==> src/rtl/multicycle_ctrl.sv <==
// rtl/multicycle_ctrl.sv - multicycle RV32I control FSM driving the ALU command interface
// Optional retired-instruction counter output enabled by defining CTRL_INSTRET_EN.
module multicycle_ctrl #(
  parameter int RESET_STATE_FETCH = 1
) (
  input  logic        clk,
  input  logic        rst,
  input  logic [31:0] instr,
  input  logic        zero,
  input  logic        mem_ready,
  output logic [3:0]  ALU_ctr,
  output logic [1:0]  alu_srcA_sel,
  output logic [1:0]  alu_srcB_sel,
  output logic [2:0]  imm_sel,
  output logic        pc_write,
  output logic        pc_src,
  output logic        ir_write,
  output logic        mem_req,
  output logic        mem_we,
  output logic        adr_src,
  output logic        reg_write,
  output logic [1:0]  result_src,
  output logic        illegal
`ifdef CTRL_INSTRET_EN
  ,
  output logic [31:0] instret
`endif
);

  typedef enum logic [3:0] {
    S_FETCH, S_DECODE, S_EXEC_R, S_EXEC_I, S_ALU_WB, S_MEM_ADDR,
    S_MEM_RD, S_MEM_WB, S_MEM_WR, S_BRANCH, S_JAL, S_TRAP
  } state_t;

  localparam logic [6:0] OP_R      = 7'b0110011;
  localparam logic [6:0] OP_IMM    = 7'b0010011;
  localparam logic [6:0] OP_LUI    = 7'b0110111;
  localparam logic [6:0] OP_LOAD   = 7'b0000011;
  localparam logic [6:0] OP_STORE  = 7'b0100011;
  localparam logic [6:0] OP_BRANCH = 7'b1100011;
  localparam logic [6:0] OP_JAL    = 7'b1101111;

  localparam logic [3:0] ALU_ADD = 4'b0000;
  localparam logic [3:0] ALU_SUB = 4'b0001;

  if (RESET_STATE_FETCH != 1) begin : g_param_check
    $error("RESET_STATE_FETCH must be 1");
  end

  state_t     r_state;
  state_t     w_next;
  logic [6:0] w_opcode;
  logic [2:0] w_funct3;
  logic [6:0] w_funct7;
  logic       w_funct7_ok;
  logic [3:0] w_arith_ctr;
  logic       w_arith_ok;
  logic [3:0] w_br_ctr;
  logic       w_br_ok;
  logic       w_unused;

  assign w_opcode    = instr[6:0];
  assign w_funct3    = instr[14:12];
  assign w_funct7    = instr[31:25];
  assign w_funct7_ok = (w_funct7 == 7'b0000000) || (w_funct7 == 7'b0100000);
  assign w_unused    = &{1'b0, instr[24:15], instr[11:7]};

  // Shared funct3 decode for R-type/I-type arithmetic and for branch compares.
  always_comb begin
    w_arith_ok  = 1'b1;
    w_arith_ctr = ALU_ADD;
    case (w_funct3)
      3'b000:  w_arith_ctr = ALU_ADD;
      3'b001:  w_arith_ctr = 4'b0101;
      3'b010:  w_arith_ctr = 4'b0111;
      3'b100:  w_arith_ctr = 4'b0100;
      3'b101:  w_arith_ctr = 4'b0110;
      3'b110:  w_arith_ctr = 4'b0011;
      3'b111:  w_arith_ctr = 4'b0010;
      default: w_arith_ok  = 1'b0;
    endcase
    w_br_ok  = 1'b1;
    w_br_ctr = 4'b1000;
    case (w_funct3)
      3'b000:  w_br_ctr = 4'b1000;
      3'b001:  w_br_ctr = 4'b1001;
      3'b100:  w_br_ctr = 4'b1010;
      3'b101:  w_br_ctr = 4'b1011;
      3'b110:  w_br_ctr = 4'b1100;
      3'b111:  w_br_ctr = 4'b1101;
      default: w_br_ok  = 1'b0;
    endcase
  end

  always_ff @(posedge clk) begin
    if (rst) r_state <= S_FETCH;
    else     r_state <= w_next;
  end

  always_comb begin
    w_next       = r_state;
    ALU_ctr      = ALU_ADD;
    alu_srcA_sel = 2'b00;
    alu_srcB_sel = 2'b00;
    imm_sel      = 3'b000;
    pc_write     = 1'b0;
    pc_src       = 1'b0;
    ir_write     = 1'b0;
    mem_req      = 1'b0;
    mem_we       = 1'b0;
    adr_src      = 1'b0;
    reg_write    = 1'b0;
    result_src   = 2'b00;
    illegal      = 1'b0;
    case (r_state)
      S_FETCH: begin
        mem_req      = 1'b1;
        alu_srcB_sel = 2'b10;
        if (mem_ready) begin
          ir_write = 1'b1;
          pc_write = 1'b1;
          w_next   = S_DECODE;
        end
      end
      S_DECODE: begin
        // Branch/jump target is precomputed here into ALUout.
        alu_srcA_sel = 2'b01;
        alu_srcB_sel = 2'b01;
        if (w_opcode == OP_BRANCH)   imm_sel = 3'b010;
        else if (w_opcode == OP_JAL) imm_sel = 3'b011;
        case (w_opcode)
          OP_R:              w_next = S_EXEC_R;
          OP_IMM, OP_LUI:    w_next = S_EXEC_I;
          OP_LOAD, OP_STORE: w_next = S_MEM_ADDR;
          OP_BRANCH:         w_next = S_BRANCH;
          OP_JAL:            w_next = S_JAL;
          default:           w_next = S_TRAP;
        endcase
      end
      S_EXEC_R: begin
        alu_srcA_sel = 2'b10;
        alu_srcB_sel = 2'b00;
        ALU_ctr      = (w_funct3 == 3'b000 && w_funct7[5]) ? ALU_SUB : w_arith_ctr;
        w_next       = (w_arith_ok && w_funct7_ok) ? S_ALU_WB : S_TRAP;
      end
      S_EXEC_I: begin
        alu_srcB_sel = 2'b01;
        if (w_opcode == OP_IMM) begin
          alu_srcA_sel = 2'b10;
          ALU_ctr      = w_arith_ctr;
        end else begin
          alu_srcA_sel = 2'b11;
          imm_sel      = 3'b100;
        end
        w_next = S_ALU_WB;
      end
      S_ALU_WB: begin
        reg_write = 1'b1;
        w_next    = S_FETCH;
      end
      S_MEM_ADDR: begin
        alu_srcA_sel = 2'b10;
        alu_srcB_sel = 2'b01;
        imm_sel      = (w_opcode == OP_STORE) ? 3'b001 : 3'b000;
        w_next       = (w_opcode == OP_STORE) ? S_MEM_WR : S_MEM_RD;
      end
      S_MEM_RD: begin
        mem_req = 1'b1;
        adr_src = 1'b1;
        if (mem_ready) w_next = S_MEM_WB;
      end
      S_MEM_WB: begin
        reg_write  = 1'b1;
        result_src = 2'b01;
        w_next     = S_FETCH;
      end
      S_MEM_WR: begin
        mem_req = 1'b1;
        mem_we  = 1'b1;
        adr_src = 1'b1;
        if (mem_ready) w_next = S_FETCH;
      end
      S_BRANCH: begin
        alu_srcA_sel = 2'b10;
        alu_srcB_sel = 2'b00;
        ALU_ctr      = w_br_ctr;
        if (w_br_ok) begin
          pc_write = ~zero;
          pc_src   = 1'b1;
          w_next   = S_FETCH;
        end else begin
          w_next   = S_TRAP;
        end
      end
      S_JAL: begin
        reg_write  = 1'b1;
        result_src = 2'b11;
        pc_write   = 1'b1;
        pc_src     = 1'b1;
        w_next     = S_FETCH;
      end
      S_TRAP:  illegal = 1'b1;
      default: w_next  = S_FETCH;
    endcase
    // Reset quiesces the datapath in the same cycle so an aborted instruction writes nothing.
    if (rst) begin
      ALU_ctr      = ALU_ADD;
      alu_srcA_sel = 2'b00;
      alu_srcB_sel = 2'b00;
      imm_sel      = 3'b000;
      pc_write     = 1'b0;
      pc_src       = 1'b0;
      ir_write     = 1'b0;
      mem_req      = 1'b0;
      mem_we       = 1'b0;
      adr_src      = 1'b0;
      reg_write    = 1'b0;
      result_src   = 2'b00;
      illegal      = 1'b0;
    end
  end

`ifdef CTRL_INSTRET_EN
  logic [31:0] r_instret;
  logic        w_retire;

  assign w_retire = (w_next == S_FETCH) && (r_state != S_FETCH) && (r_state != S_TRAP);

  always_ff @(posedge clk) begin
    if (rst)           r_instret <= 32'd0;
    else if (w_retire) r_instret <= r_instret + 32'd1;
  end

  assign instret = r_instret;
`endif

endmodule

==> config.mk <==
export PLATFORM = sky130hd
export DESIGN_NAME = multicycle_ctrl
export DESIGN_NICKNAME = d
export VERILOG_FILES = /design/src/rtl/multicycle_ctrl.sv
export SDC_FILE = /design/constraint.sdc
export NUM_CORES = 1
export LEC_CHECK = 0
export CORE_MARGIN = 3
export CORE_UTILIZATION = 30
export DETAILED_ROUTE_END_ITERATION = 6
export PLACE_DENSITY_LB_ADDON = 0.1
export REMOVE_ABC_BUFFERS = 1
export SYNTH_ARGS = -nofsm -noshare
export SYNTH_HDL_FRONTEND = slang
export SYNTH_SLANG_ARGS = --single-unit
==> constraint.sdc <==
create_clock -name clk -period 2.6 [get_ports clk]
set_input_delay 0.52 -clock clk [delete_from_list [all_inputs] [get_ports clk]]
set_output_delay 0.52 -clock clk [all_outputs]
set_load 0.1 [all_outputs]
# [After elaboration in Yosys (flattened, before gate mapping)]
# Index checks and enable logic that the tools add are counted.
[totals] register_bits=4 output_inout_bits=21
[classes] n_eq_ne=28 n_mux=48 n_bitwise=2 reduce_logical=16
[op_table] operator="$mux 4" n=9
[op_table] operator="$pmux 4 s9" n=1
[op_table] operator="$eq 7x6->1 const B" n=4
[op_table] operator="$mux 1" n=21
[op_table] operator="$pmux 4 s5" n=1
[op_table] operator="$pmux 3 s6" n=1
[op_table] operator="$eq 4x3->1 const B" n=4
[op_table] operator="$eq 4x4->1 const B" n=4
[op_table] operator="$pmux 3 s5" n=1
[op_table] operator="$eq 7x7->1 const B" n=2
[op_table] operator="$eq 3x3->1 const B" n=4
[op_table] operator="$pmux 4 s3" n=1
[op_table] operator="$reduce_or 3->1" n=4
[op_table] operator="$mux 2" n=5
[op_table] operator="$pmux 3 s3" n=1
[op_table] operator="$eq 4x2->1 const B" n=2
[op_table] operator="$pmux 2 s2" n=2
[op_table] operator="$eq 7x2->1 const B" n=1
[op_table] operator="$eq 7x5->1 const B" n=1
[op_table] operator="$logic_not 7->1" n=1
[op_table] operator="$reduce_or 7->1" n=1
[op_table] operator="$mux 3" n=2
[op_table] operator="$ne 2x2->1 const B" n=3
[op_table] operator="$pmux 2 s3" n=1
[op_table] operator="13 further kinds" n=17

# [Depth between registers and ports, before layout]
[depth] ltp_word=6 mapped_depth=6

# [Worst setup path before layout]
# Ideal clock, no wire load.
[synth_path] path_kind="input -> output" start="input port instr[3]" end="output port alu_srcA_sel[0]" arrival_time_ns=5.507 t_required_ns=2.080 path_slack_ns=-3.427 stages=4 path_buffers=1 path_cell_list="or3_1 buf_6 nor4_1 a2111oi_0"
[synth_between] elab_chain_len=4
[synth_rtl] element="start: declaration" line_no="8" rtl="input logic [31:0] instr,"
[synth_rtl] element="$eq 7x5->1" line_no="148" rtl="if (w_opcode == OP_IMM) begin"
[synth_rtl] element="$mux 1" line_no="148"
[synth_rtl] element="$pmux 2 s3" line_no="115" rtl="case (r_state)"
[synth_rtl] element="$mux 2" line_no="206" rtl="if (rst) begin"
[synth_rtl] element="end: declaration" line_no="12" rtl="output logic [1:0] alu_srcA_sel,"
# No other way between the ends.

# [Worst setup path after layout]
[layout_path] start="input port rst" end="output port imm_sel[0]"
[layout_between] elab_chain_len=1
[layout_rtl] element="start: declaration" line_no="7" rtl="input logic rst,"
[layout_rtl] element="$mux 3" line_no="206"
[layout_rtl] element="end: declaration" line_no="14" rtl="output logic [2:0] imm_sel,"
# No other way between the ends.

==> impl_metrics.csv <==
group,metric,value,unit
pwr,power_density,721.3,nW/µm²
placed_design,portBuffers,41,
timing,hold_viol_final,0,
synthesis,synth-seq-cells,4,
cells_and_area,largestRegisters,"r_state: 4 flops",
timing,slew_violations,0,
cells_and_area,final_cells,265,
floorplanning,die_area,4034,µm²
route,route.detailed.drc,0,
synthesis,ys_types,53,
clocking,ctsRootBufferMaster,"clkbuf_4",
setup_path,criticalPathCategory,"input pin to output pin",
cells_and_area,nNetsFinal,259,
pwr,p_total,1.410,mW
synthesis,yosysTopAreaCellShare,0.08071,
synthesis,netlist_area,992.2,µm²
floorplanning,dieWidth,63.51,µm
route,wl_per_cell,14.54,µm
floorplanning,die_h,63.51,µm
synthesis,ys_seq_area_frac,0.08071,
setup_path,reg2reg_depth,6,
synthesis,yosys.area.top_type,"dfxtp_1",
timing,fin_worst_skew,0.0007689,ns
cells_and_area,nFillCells,284,
clocking,clkSinkCount,4,
clocking,clk_pin_slew,0.04,ns
clocking,htree_num_levels,1,
route,vias,1440,
timing,relSlewSlack,0.5808,
route,detail_route.wirelength,3.852,mm
setup_path,cp_data_arrival_time,2.07,ns
synthesis,yosys_warnings,0,
run_status,status,"completed",
synthesis,async_flop_share,0,
clocking,cts_tree,"yes",
floorplanning,core-area,3103,µm²
setup_path,critPathMaxStageDelay,0.47,ns
global_route,grt_antenna_before_repair,0,
setup_path,worstPathRequired,2.08,ns
timing,fin_ws,0.01447,ns
setup_path,startpoint_type,"input pin",
cells_and_area,regMostFlops,"r_state",
pwr,p_leak,0.7738,nW
cells_and_area,multi_input_comb_area,875.8,µm²
timing,worst_slew_pin_slew,0.6272,ns
cells_and_area,final_common_cell,"buf_4",
min_path,hold_path_depth,2,
synthesis,syn-mean-instance-area,6.615,µm²
synthesis,ys_top_cells_by_area,"dfxtp_1 (8.1%), nor2_1 (6.8%), nand2b_1 (6.3%)",
cells_and_area,seq_area,81.33,µm²
setup_path,end_kind,"output pin",
floorplanning,start_util,0.3198,
global_route,grt_usage,0.1858,
global_route,grt_pass1_wl,6.251,mm
floorplanning,placementRows,20,
run,maxCapViolCount,0,
clocking,cts.path.max_buffers,2,
min_path,hold_class,"flip-flop to flip-flop",
cells_and_area,area_growth_syn_to_layout,96.97,%
route,ant_nets,0,
route,viasPerCell,5.434,
cells_and_area,largest_reg_flops,4,
timing,setup_viol,0,
global_route,gr-total-overflow,0,
global_route,grt_pass1_vias,1417,
floorplanning,ios,57,
cells_and_area,n_antenna_cell,0,
placed_design,place_ws,-0.3849,ns
clocking,insertion_delay,0.24,ns
placed_design,place_inst,260,
setup_path,crit_fanout,4,
clocking,cts_buffers,3,
timing,tns,0,ns
timing,fmax,0.3868,GHz
synthesis,syn_inst,150,
global_route,grt_max_degree,17,
cells_and_area,layout_common_cells,"buf_4 (37), buf_12 (21), nor2_1 (14), clkdlybuf4s50_1 (12)",
clocking,postCtsHoldBufs,0,
synthesis,synth_edf_count,0,
timing,finalCritPeriodShare,0.9944,
pwr,peakVddDrop,372.7,µV
synthesis,synth-main-ff-cell,"dfxtp_1",
setup_path,slowest_stage,"clkdlybuf4s50_1",
setup_path,crit_path_frequent_cell,"buf_4",
placed_design,dp_hpwl,2.941,mm
cells_and_area,final_layout_size_suffix_gt1_frac,0.3937,
setup_path,crit_chain,"clkdlybuf4s50_1 > buf_4 > buf_4 > nor3b_1 > o21a_1 > buf_12",
timing,fin_crit,2.586,ns
placed_design,gp_congestion,0.9278,
route,dr.pass1.iters,7,
route,drt_iter0_markers,89,
-- report_power, final --
group          switching (mW)  internal, mW  leakage (nW)
registers              0.0392        0.0844        0.0332
clock network          0.0282        0.0518        0.0138
logic                   0.743         0.463         0.727
total                   0.810         0.600         0.774
-- stage by stage --
step           utilization  area [µm²]  hold WS, ns
6_report            0.6298        1954       0.7003
5_1_grt             0.6298        1954       0.7367
4_1_cts             0.6165        1913       0.6874
3_5_place_dp        0.6056        1879       0.6775
3_3_place_gp        0.6056        1879       0.6445
2_1_floorplan            -       933.4       0.6386
-- critical path, delay by kind of cell --
kind                   cells  cell delay (ns)
buffers and inverters      4             0.96
AND/OR/NAND/NOR            1             0.34
AO/OA/AOI/OAI              1             0.24
-- synth_stat cells (2+ instances only) --
cell type   n
nor2_1     18
clkbuf_1    6
nor3_1      9
a22oi_1     2
dfxtp_1     4
nand4b_1    3
nor3b_1     2
buf_6       2
nand3b_1    3
a2111oi_0   2
o21a_1      2
nor2b_1     2
inv_1       8
or3_1       3
a21oi_1     8
o211ai_1    3
o21ai_0     3
nand2b_1   10
nor4_1      5
xor2_1      2
or4b_1      2
o21bai_1    2
buf_2       2
nand4_1     4
a31oi_1     3
nand2_1    11
nand3_1     3
-- per-layer routing --
metal  vias up  track usage  routed length [µm]  part of all wire
li1        711            -                   -                 -
met1       688       0.2465                1755              0.46
met2        39       0.3233                1925              0.50
met3         2      0.02496                 158             0.041
met4         0      0.02695                  12            0.0031
met5         -            0                   0                 0
-- worst paths after layout --
path | startpoint | to | slack, ns
setup / recovery | rst | imm_sel[0] | 0.01
hold / removal | r_state[3] | r_state[3] | 0.70
setup reg to reg | r_state[2] | r_state[1] | 0.81
hold reg to reg | r_state[3] | r_state[3] | 0.70
-- kinds of logic after synthesis --
| logic type | Yosys count | synth area share |
|---|---|---|
| XOR/XNOR | 2 | 0.01766 |
| AND/OR/NAND/NOR | 86 | 0.5019 |
| AO/OA/AOI/OAI | 39 | 0.3102 |
| flip-flops | 4 | 0.08071 |
| buffers and inverters | 19 | 0.08953 |
-- layout make-up --
cell class,count,area share
clock buffers,3,0.01152
inverters,8,0.01536
multi-input cells,127,0.4481
flip-flops and latches,4,0.04161
well taps,44,0.02817
repair buffers,79,0.4552
-- repair_timing --
item / in CTS / in global routing
endpoints found under the setup margin: 7 / 9
setup buffers: 2 / 0
gates resized for setup: 20 / 14
pin swaps: 7 / 2
Note: power is estimated with default switching activity, not from simulation.
